--- src/rtl/sync_fifo_param_if.sv ---
// rtl/sync_fifo_param_if.sv - handshake and status bundle for sync_fifo_param
interface sync_fifo_param_if #(
  parameter int DATA_W = 10,
  parameter int DEPTH  = 8
);
  localparam int ADDR_W = $clog2(DEPTH);

  logic [DATA_W-1:0] din;
  logic              wr_en;
  logic              rd_en;
  logic              flush;
  logic              clr_err;
  logic [DATA_W-1:0] dout;
  logic              rd_valid;
  logic              full;
  logic              empty;
  logic              almost_full;
  logic              almost_empty;
  logic [ADDR_W:0]   count;
  logic              overflow;
  logic              underflow;

  modport master (
    output din, wr_en, rd_en, flush, clr_err,
    input  dout, rd_valid, full, empty, almost_full, almost_empty, count, overflow, underflow
  );

  modport slave (
    input  din, wr_en, rd_en, flush, clr_err,
    output dout, rd_valid, full, empty, almost_full, almost_empty, count, overflow, underflow
  );
endinterface

--- src/rtl/sync_fifo_param.sv ---
// rtl/sync_fifo_param.sv - parametrised synchronous FIFO with thresholds, sticky errors, flush and FWFT
module sync_fifo_param #(
  parameter int DATA_W    = 10,
  parameter int DEPTH     = 8,
  parameter int FWFT      = 0,
  parameter int AFULL_TH  = DEPTH - 2,
  parameter int AEMPTY_TH = 2
) (
  input  logic              clk,
  input  logic              rst,
  sync_fifo_param_if.slave  bus
);
  localparam int ADDR_W = $clog2(DEPTH);
  localparam logic [ADDR_W:0] AFULL_C  = AFULL_TH[ADDR_W:0];
  localparam logic [ADDR_W:0] AEMPTY_C = AEMPTY_TH[ADDR_W:0];

  logic [DATA_W-1:0] mem [DEPTH];
  logic [ADDR_W:0]   wptr;
  logic [ADDR_W:0]   rptr;
  logic [ADDR_W:0]   count_w;
  logic              full_w;
  logic              empty_w;
  logic              wr_acc;
  logic              rd_acc;
  logic              overflow_q;
  logic              underflow_q;

  // Extra wrap bit on each pointer distinguishes full from empty.
  assign count_w = wptr - rptr;
  assign full_w  = (wptr[ADDR_W] != rptr[ADDR_W]) &&
                   (wptr[ADDR_W-1:0] == rptr[ADDR_W-1:0]);
  assign empty_w = (wptr == rptr);
  assign wr_acc  = bus.wr_en && !full_w  && !bus.flush;
  assign rd_acc  = bus.rd_en && !empty_w && !bus.flush;

  assign bus.count        = count_w;
  assign bus.full         = full_w;
  assign bus.empty        = empty_w;
  assign bus.almost_full  = (count_w >= AFULL_C);
  assign bus.almost_empty = (count_w <= AEMPTY_C);
  assign bus.overflow     = overflow_q;
  assign bus.underflow    = underflow_q;

  always_ff @(posedge clk) begin
    if (wr_acc) begin
      mem[wptr[ADDR_W-1:0]] <= bus.din;
    end
  end

  always_ff @(posedge clk or posedge rst) begin
    if (rst) begin
      wptr        <= '0;
      rptr        <= '0;
      overflow_q  <= 1'b0;
      underflow_q <= 1'b0;
    end else if (bus.flush) begin
      wptr <= '0;
      rptr <= '0;
    end else begin
      if (wr_acc) wptr <= wptr + 1'b1;
      if (rd_acc) rptr <= rptr + 1'b1;
      // A new error in the same cycle as clr_err keeps the flag set.
      if (bus.wr_en && full_w) overflow_q <= 1'b1;
      else if (bus.clr_err)    overflow_q <= 1'b0;
      if (bus.rd_en && empty_w) underflow_q <= 1'b1;
      else if (bus.clr_err)     underflow_q <= 1'b0;
    end
  end

  generate
    if (FWFT != 0) begin : g_fwft
      assign bus.dout     = mem[rptr[ADDR_W-1:0]];
      assign bus.rd_valid = !empty_w;
    end else begin : g_reg
      logic [DATA_W-1:0] dout_q;
      logic              rd_valid_q;

      always_ff @(posedge clk or posedge rst) begin
        if (rst) begin
          dout_q     <= '0;
          rd_valid_q <= 1'b0;
        end else if (bus.flush) begin
          rd_valid_q <= 1'b0;
        end else begin
          rd_valid_q <= rd_acc;
          if (rd_acc) dout_q <= mem[rptr[ADDR_W-1:0]];
        end
      end

      assign bus.dout     = dout_q;
      assign bus.rd_valid = rd_valid_q;
    end
  endgenerate
endmodule

--- src/flat_wrapper.sv ---
// flat-port wrapper written by rule: the top's interface ports become plain ports
module sync_fifo_param_flat 
#(
  parameter int DATA_W    = 10,
  parameter int DEPTH     = 8,
  parameter int FWFT      = 0,
  parameter int AFULL_TH  = DEPTH - 2,
  parameter int AEMPTY_TH = 2
)
  (clk, rst, bus_din, bus_wr_en, bus_rd_en, bus_flush, bus_clr_err, bus_dout, bus_rd_valid, bus_full, bus_empty, bus_almost_full, bus_almost_empty, bus_count, bus_overflow, bus_underflow);
  sync_fifo_param_if #(.DATA_W(DATA_W), .DEPTH(DEPTH)) bus_i ();
  input  logic clk;
  input  logic rst;
  input wire logic [$bits(bus_i.din)-1:0] bus_din;
  input wire logic [$bits(bus_i.wr_en)-1:0] bus_wr_en;
  input wire logic [$bits(bus_i.rd_en)-1:0] bus_rd_en;
  input wire logic [$bits(bus_i.flush)-1:0] bus_flush;
  input wire logic [$bits(bus_i.clr_err)-1:0] bus_clr_err;
  output wire logic [$bits(bus_i.dout)-1:0] bus_dout;
  output wire logic [$bits(bus_i.rd_valid)-1:0] bus_rd_valid;
  output wire logic [$bits(bus_i.full)-1:0] bus_full;
  output wire logic [$bits(bus_i.empty)-1:0] bus_empty;
  output wire logic [$bits(bus_i.almost_full)-1:0] bus_almost_full;
  output wire logic [$bits(bus_i.almost_empty)-1:0] bus_almost_empty;
  output wire logic [$bits(bus_i.count)-1:0] bus_count;
  output wire logic [$bits(bus_i.overflow)-1:0] bus_overflow;
  output wire logic [$bits(bus_i.underflow)-1:0] bus_underflow;
  assign bus_i.din = bus_din;
  assign bus_i.wr_en = bus_wr_en;
  assign bus_i.rd_en = bus_rd_en;
  assign bus_i.flush = bus_flush;
  assign bus_i.clr_err = bus_clr_err;
  assign bus_dout = bus_i.dout;
  assign bus_rd_valid = bus_i.rd_valid;
  assign bus_full = bus_i.full;
  assign bus_empty = bus_i.empty;
  assign bus_almost_full = bus_i.almost_full;
  assign bus_almost_empty = bus_i.almost_empty;
  assign bus_count = bus_i.count;
  assign bus_overflow = bus_i.overflow;
  assign bus_underflow = bus_i.underflow;
  sync_fifo_param #(.DATA_W(DATA_W), .DEPTH(DEPTH), .FWFT(FWFT), .AFULL_TH(AFULL_TH), .AEMPTY_TH(AEMPTY_TH)) u_core (.clk(clk), .rst(rst), .bus(bus_i));
endmodule
--- config.mk ---
export PLATFORM = sky130hd
export DESIGN_NAME = sync_fifo_param_flat
export DESIGN_NICKNAME = d
export VERILOG_FILES = /design/src/rtl/sync_fifo_param_if.sv /design/src/rtl/sync_fifo_param.sv /design/src/flat_wrapper.sv
export SDC_FILE = /design/constraint.sdc
export NUM_CORES = 1
export LEC_CHECK = 0
export CAP_MARGIN = 15
export CORE_MARGIN = 5
export CORE_UTILIZATION = 35
export CTS_CLUSTER_DIAMETER = 150
export DETAILED_ROUTE_END_ITERATION = 6
export PLACE_DENSITY = 0.65
export SLEW_MARGIN = 10
export SYNTH_ARGS = -nofsm -noshare
export SYNTH_HDL_FRONTEND = slang
export SYNTH_SLANG_ARGS = --single-unit
--- constraint.sdc ---
create_clock -name clk -period 3.4 [get_ports clk]
set_input_delay 0.68 -clock clk [delete_from_list [all_inputs] [get_ports clk]]
set_output_delay 0.68 -clock clk [all_outputs]
set_load 0.05 [all_outputs]
Word-level counts from Yosys, hierarchy flattened
Memory sizes are Yosys's and may differ from the RTL's. A register that Yosys moved wholly into a read port is not among the register bits.
Index checks and enable logic that the tools add are counted.
{"block": "totals", "mem_bits_rw": 80, "ff_bits": 11, "in_bits": 16, "memories": 1, "wordCells": 42}
{"block": "op_classes", "n_bitwise": 1, "muxes": 10, "n_eq_ne": 3, "n_reduce_logical": 17, "order_cmp": 2, "addsub": 3}
{"memory": "u_core.mem", "depth": 8, "width": 10, "read_ports": 1, "rd_ports_with_merged_regs": 1, "wr": 1, "line": "sync_fifo_param.sv:17", "source": "logic [DATA_W-1:0] mem [DEPTH];"}
{"operator": "$mux 4", "n": 4}
{"operator": "$add 4x1->4 const B", "n": 2}
{"operator": "$reduce_bool 2->1", "n": 4}
{"operator": "$logic_and 1x1->1", "n": 7}
{"operator": "$mux 1", "n": 6}
{"operator": "$reduce_and 2->1", "n": 3}
{"operator": "$eq 4x4->1", "n": 1}
{"operator": "$ge 4x3->1 const B", "n": 1}
{"operator": "$le 4x2->1 const B", "n": 1}
{"operator": "$sub 4x4->4", "n": 1}
{"operator": "$eq 3x3->1", "n": 1}
{"operator": "$logic_not 1->1", "n": 3}
{"operator": "$ne 1x1->1", "n": 1}
{"operator": "$not 1->1", "n": 1}

Depth between registers and ports, before layout
Gate-level depths: netlist of the first run.
{"block": "depth", "word_depth": 7, "mapped_depth": 8, "mapped_depth_nobuf": 6}

Worst setup path before layout of the first run
No wires, ideal clock.
{"block": "synth_timing", "path_kind": "register to output", "startpoint": "reg u_core.rptr[1]", "endpoint": "out bus_almost_empty", "arrival_time_ps": 2847, "required_ps": 2720, "path_stages_with_launch": 8, "slack_ps": -127, "cell_sequence": "dfrtp_1 clkbuf_1 inv_1 ha_1 nor2b_1 o21ai_0 nand3_1 a221oi_1"}
{"block": "synth_between", "elab_chain_cells": 2}
{"element": "from (decl)", "line": "sync_fifo_param.sv:19", "source": "logic [ADDR_W:0] rptr;"}
{"element": "from (signal assigned)", "line": "sync_fifo_param.sv:61", "source": "if (rd_acc) rptr <= rptr + 1'b1;"}
{"element": "$sub 4x4->4", "line": "sync_fifo_param.sv:29", "source": "assign count_w = wptr - rptr;"}
{"element": "$le 4x2->1", "line": "sync_fifo_param.sv:40", "source": "assign bus.almost_empty = (count_w <= AEMPTY_C);"}
{"element": "to (decl)", "line": "flat_wrapper.sv:24", "source": "output wire logic [$bits(bus_i.almost_empty)-1:0] bus_almost_empty;"}
No other way between the ends.

Worst setup path in the final report of the first run
{"block": "layout_timing", "startpoint": "reg u_core.wptr[0]", "endpoint": "out bus_almost_full"}
{"block": "layout_between", "elab_chain_cells": 2}
{"element": "from (decl)", "line": "sync_fifo_param.sv:18", "source": "logic [ADDR_W:0] wptr;"}
{"element": "from (signal assigned)", "line": "sync_fifo_param.sv:60", "source": "if (wr_acc) wptr <= wptr + 1'b1;"}
{"element": "$sub 4x4->4", "line": "sync_fifo_param.sv:29"}
{"element": "$ge 4x3->1", "line": "sync_fifo_param.sv:39", "source": "assign bus.almost_full = (count_w >= AFULL_C);"}
{"element": "to (decl)", "line": "flat_wrapper.sv:23", "source": "output wire logic [$bits(bus_i.almost_full)-1:0] bus_almost_full;"}
No other way between the ends.

==> flow_metrics.env, run 1 <==
export IMPL_finalHoldViolCount=0
export IMPL_ant_nets=0
export IMPL_syn_nets=252
export IMPL_r2r_end="u_core.mem[4][0]"
export IMPL_drt_total_wl_um=7430
export IMPL_worst_setup_path_type="flop to output port"
export IMPL_cp_end_kind="output port"
export IMPL_cp_cell_sequence="inv_1 -> ha_1 -> fa_1 -> xnor2_1 -> a22o_1 -> buf_12"
export IMPL_cts_resized=0
export IMPL_routedWlPerCell_um=17.3
export IMPL_path_depth=6
export IMPL_ctsHoldBuffers=0
export IMPL_report_final_slew_viol_count=0
export IMPL_path_buf_inv=2
export IMPL_diodes=0
export IMPL_worst_clock_skew_ns=0.00734
export IMPL_r2r_cells=6
export IMPL_setup_worst_path_start_class="flop"
export IMPL_numCtsBuffers=9
export IMPL_critical_path_arrival_ns=2.22
export IMPL_clock_sinks=101
export IMPL_cts_tree="done"
export IMPL_rows=39
export IMPL_clk_latency_ns=0.34
export IMPL_dieArea_um2=13900
export IMPL_drtIter0Drc=146
export IMPL_synth_area_um2=4070
export IMPL_rrSetupSlack_ns=0.92
export IMPL_grt_max_degree=24
export IMPL_holdCritPathClass="flop to flop"
export IMPL_critical_path_required_ns=2.72
export IMPL_clk_path_buf_depth=2
export IMPL_root_buffer="clkbuf_16"
export IMPL_synth_seq_area_share_pct=71.9
export IMPL_place_gp_congestion=0.763
export IMPL_hold_ws_ns=0.484
export IMPL_critical_path_slowest_cell="xnor2_1"
export IMPL_pwr_density_cell_nw_per_um2=700
export IMPL_period_share_pct=85.4
export IMPL_critical_path_max_fanout=4
export IMPL_top_level_ports=37
export IMPL_final_cell_area_um2=5030
export IMPL_drive_gt1_share_pct=20.9
export IMPL_die_w_um=118
export IMPL_fin_setup_tns_ns=0
export IMPL_synth_area_top_cells="edfxtp_1 (59%), dfrtp_1 (13%), mux4_2 (11%)"
export IMPL_rsz0062_at_grt="false"
export IMPL_synth_seq_cells=101
export IMPL_crit_family="adder cells"
export IMPL_cts_setup_buffers=0
export IMPL_core_area_um2=11400
export IMPL_p_leak_uw=0.00176
export IMPL_nets=305
export IMPL_final_common_cell="edfxtp_1"
export IMPL_antenna_found_initial=0
export IMPL_portBuffers=36
export IMPL_overflow=0
export IMPL_critPathMaxStageDelay_ns=0.42
export IMPL_fin_crit_ns=2.90
export IMPL_min_to="u_core.bus.dout[1]"
export IMPL_tightest_slew_ns=0.823
export IMPL_maxSlewHeadroom_pct=45.0
export IMPL_via_count=2085
export IMPL_run_status="complete, no violations"
export IMPL_die_y_um=118
export IMPL_vias_per_cell=4.85
export IMPL_most_common_layout_cells="edfxtp_1 (80), clkdlybuf4s50_1 (28), dfrtp_1 (21), mux4_2 (20)"
export IMPL_hold_start="u_core.bus.dout[1]"
export IMPL_vdd_ir_drop_max_mv=0.570
export IMPL_final_setup_viol_count=0
export IMPL_clock_fmax_mhz=345
export IMPL_timing_rr_start="u_core.wptr[2]"
export IMPL_grt_pass1_wl_um=12100
export IMPL_yosysTopAreaCellShare_pct=59.0
export IMPL_hpwl_um=5050
export IMPL_htree_num_levels=3
export IMPL_drv_cap=0
export IMPL_drc=0
export IMPL_start_util_pct=35.6
export IMPL_synth_cells=230
export IMPL_placed_area_um2=4750
export IMPL_syn2layout_area_growth_pct=23.7
export IMPL_yosys_cell_types_count=33
export IMPL_yosysWarnings=0
export IMPL_groute_usage_overall_pct=11.4
export IMPL_grt_pass1_vias=2213
export IMPL_avgSynthCellArea_um2=17.7
export IMPL_yosysTopAreaCell="edfxtp_1"
export IMPL_dr_pass1_iters=4
export IMPL_clkTransAtPathRegs_ns=0.06
export IMPL_min_path_cells=2
logic make-up (layout without fill, tap and decap cells):
kind of cell             after synthesis  count (layout)  share of synthesized area [%]
AO/OA/AOI/OAI                         24              24                           3.72
XOR/XNOR                               8               8                           2.09
adder cells (fa/ha/maj)                6               6                           2.03
buffers and inverters                 18              75                           1.78
flip-flops                           101             101                           71.9
multiplexers                          32              32                           14.0
AND/OR/NAND/NOR                       41              41                           4.43
worst max-delay path by stage:
stage | start | endpoint
floorplan | u_core.rptr[0] | bus_almost_full
global placement | bus_flush | u_core.mem[4][8]
detailed placement | bus_flush | u_core.bus.dout[6]
CTS | u_core.wptr[0] | bus_almost_full
global route | u_core.wptr[0] | bus_almost_full
finish | u_core.wptr[0] | bus_almost_full
worst register-to-register path, stage by stage (launching register included):
cell     delay [ns]
dfrtp_1        0.48
ha_1           0.37
nand3_1        0.28
o21ai_1        0.20
or3_1          0.41
nor2_1         0.23
buf_4          0.22
flip-flops by register name, indices dropped and copies added (netlist names):
signal	count
u_core.bus.rd_valid	1
u_core.rptr	4
u_core.bus.dout	10
u_core.bus.underflow	1
u_core.mem	80
u_core.bus.overflow	1
u_core.wptr	4
where the power goes:
part	internal (uW)	switching, uW	leakage (uW)	total (uW)
Clock	562	402	0.000140	964
Combinational	437	655	0.000625	1090
Sequential	1420	44.4	0.000996	1470
Total	2420	1100	0.00176	3520
layer usage:
layer  GRT usage (%)  wire length, um  part of all wire [%]
met4            3.80               88                   1.2
met1            15.1             3320                    45
met3            3.80              362                   4.9
met5               0                0                     0
met2            17.7             3660                    49
stage by stage:
stage	power, uW	std cells	setup slack, ns	util [%]
2_1_floorplan	2190	230	0.167	-
3_3_place_gp	2580	414	0.832	41.6
3_5_place_dp	2600	414	0.805	41.6
4_1_cts	3570	429	0.451	44.0
5_1_grt	3690	430	0.369	44.1
6_report	3520	430	0.498	44.1
synth_stat cells:
cell,number
a21o_2,1
a21oi_1,1
a221oi_1,1
a22o_1,2
a32o_1,1
and2_1,1
and3_1,1
buf_1,1
buf_2,1
buf_4,1
clkbuf_1,5
dfrtp_1,21
edfxtp_1,80
fa_1,1
ha_1,5
inv_1,10
mux2i_1,12
mux4_2,20
nand2_1,13
nand2b_1,1
nand3_1,3
nor2_1,15
nor2b_1,2
nor3_1,2
o211ai_1,3
o21ai_0,13
o21ai_1,1
o21ai_2,1
or3_1,3
xnor2_1,3
xnor2_2,1
xor2_1,3
xor2_2,1
area by class of cell:
cell class,instances,area [um2]
multi-input cells,111,1080
flip-flops and latches,101,2930
well taps,143,179
fillers,1035,6380
clock buffers,10,229
clock inverters,5,52.6
inverters,10,37.5
repair buffers,50,533
No activity file was read; power rests on OpenSTA's default activity.
==> run 2: changes to the inputs <==
- CAP_MARGIN: 15 -> default
- GPL_TIMING_DRIVEN: default -> 0
==> run 2 against run 1 <==
Net effect:
- non-clock buffer count is 4 lower
- global-route usage is 0.17 points lower
- via count is 0.53% lower
- register-to-register slack worse by 0.80 ns
- final cell count is 0.93% lower
- sequential cell count stayed put
- core utilization is 1.1 points lower
- first-iteration DRC count is 35% lower
- maximum frequency is 12% lower
- setup slack worse by 0.38 ns
- clock skew is 0.00090 ns higher
==> flow_metrics.env, run 2 (same netlist as run 1, synthesis figures left out) <==
export IMPL_holdCritPathClass="flop to flop"
export IMPL_core_area_um2=11400
export IMPL_die_y_um=118
export IMPL_htree_num_levels=3
export IMPL_clk_path_buf_depth=2
export IMPL_vias_per_cell=4.87
export IMPL_fin_crit_ns=3.28
export IMPL_top_level_ports=37
export IMPL_worst_clock_skew_ns=0.00825
export IMPL_maxSlewHeadroom_pct=26.6
export IMPL_via_count=2074
export IMPL_overflow=0
export IMPL_report_final_slew_viol_count=0
export IMPL_groute_usage_overall_pct=11.2
export IMPL_nets=301
export IMPL_cts_tree="done"
export IMPL_setup_ws_ns=0.115
export IMPL_rows=39
export IMPL_syn2layout_area_growth_pct=20.5
export IMPL_critical_path_max_fanout=10
export IMPL_clkPwrFrac_pct=27.2
export IMPL_hpwl_um=5090
export IMPL_cp_end_kind="flop"
export IMPL_final_common_cell="edfxtp_1"
export IMPL_largest_reg_flops=80
export IMPL_tightest_slew_ns=1.10
export IMPL_comb_power_share_pct=29.1
export IMPL_pwr_density_cell_nw_per_um2=688
export IMPL_place_gp_congestion=0.741
export IMPL_final_setup_viol_count=0
export IMPL_portBuffers=36
export IMPL_switching_share_pct=32.8
export IMPL_period_share_pct=96.6
export IMPL_drc=0
export IMPL_vdd_ir_drop_max_mv=0.617
export IMPL_run_status="complete, no violations"
export IMPL_routedWlPerCell_um=17.4
export IMPL_drv_cap=0
export IMPL_critical_path_arrival_ns=3.24
export IMPL_worst_setup_path_type="flop to flop"
export IMPL_rrSetupSlack_ns=0.12
export IMPL_start_util_pct=35.6
export IMPL_hold_ws_ns=0.476
export IMPL_finalHoldViolCount=0
export IMPL_rsz0062_at_grt="true"
export IMPL_root_buffer="clkbuf_16"
export IMPL_critical_path_required_ns=3.35
export IMPL_ctsHoldBuffers=0
export IMPL_fin_setup_tns_ns=0
export IMPL_p_seq_share_pct=43.7
export IMPL_intPower_uw=2270
export IMPL_numCtsBuffers=9
export IMPL_cts_resized=10
export IMPL_most_common_layout_cells="edfxtp_1 (80), clkdlybuf4s50_1 (30), mux4_2 (20), dfrtp_1 (20), nor2_1 (14)"
export IMPL_grt_max_degree=22
export IMPL_setup_worst_path_start_class="flop"
export IMPL_clk_latency_ns=0.33
export IMPL_grt_pass1_wl_um=12100
export IMPL_drtIter0Drc=95
export IMPL_dieArea_um2=13900
export IMPL_p_switching_uw=1110
export IMPL_drt_total_wl_um=7430
export IMPL_dr_pass1_iters=4
export IMPL_ant_nets=0
export IMPL_clock_sinks=101
export IMPL_drive_gt1_share_pct=17.3
export IMPL_grt_pass1_vias=2262
export IMPL_placed_area_um2=4640
export IMPL_antenna_found_initial=0
export IMPL_clock_fmax_mhz=304
export IMPL_pre_cts_ws_ns=-0.466
export IMPL_clkTransAtPathRegs_ns=0.06
export IMPL_diodes=0
export IMPL_die_w_um=118
export IMPL_final_cell_area_um2=4900
export IMPL_cts_setup_buffers=0
export IMPL_fin_util_pct=43.0
export IMPL_p_leak_uw=0.00170
[run 2: changes by cell type in the layout (fill, tap and decap cells not counted), sizes merged]
cell,before,now
clkdlybuf4s15,0,1
clkdlybuf4s50,28,30
dlygate4sd2,0,2
clkbuf,10,15
inv,10,11
dlymetal6s2s,0,1
bufinv,1,0
buf,22,7
[run 2: through the flow]
| step | instances | total power (uW) |
|---|---|---|
| floorplan | 230 | 2190 |
| global placement | 409 | 2500 |
| detailed placement | 411 | 2520 |
| CTS | 426 | 3420 |
| global route | 426 | 3520 |
| finish | 426 | 3380 |
[run 2: routing by layer]
metal	GRT usage, %	part of all wire [%]	vias to the layer above
met4	3.01	0.73	0
met1	14.5	45	1045
met2	18.1	49	43
met5	0	0	-
met3	3.94	5.0	6
li1	-	-	980
[run 2: layout make-up]
type                    instances  area (um2)
flip-flops and latches        101        2930
multi-input cells             111        1090
plain buffers                   8        38.8
clock buffers                  10         229
clock inverters                 5        37.5
inverters                      10        37.5
well taps                     143         179
repair buffers                 38         365
fillers                      1020        6510
[run 2: final timing paths]
kind,endpoint,start,depth (start not counted)
worst max register to register,u_core.mem[6][9],u_core.rptr[1],7
worst min register to register,u_core.bus.dout[5],u_core.bus.dout[5],2
max in group asynchronous,u_core.rptr[1],rst,2
worst max-delay path,u_core.mem[6][9],u_core.rptr[1],7
min in group asynchronous,u_core.rptr[0],rst,2
worst min-delay path,u_core.bus.dout[5],u_core.bus.dout[5],2
[run 2: critical path, cell delays in order (launching register included)]
cell and delay (ns):
dfrtp_2 0.48, buf_4 0.25, inv_1 0.07, ha_1 0.30, nand3_1 0.29, o21ai_1 0.20
or3_1 0.44, nor2_1 0.87
[run 2: power by group through the flow]
stage / Combinational (uW) / Clock (uW) / Sequential, uW
2_1_floorplan: 458 / 0 / 1730
3_3_place_gp: 997 / 0 / 1500
3_5_place_dp: 1010 / 0 / 1500
4_1_cts: 1000 / 939 / 1480
5_1_grt: 1050 / 988 / 1490
6_report: 982 / 918 / 1480
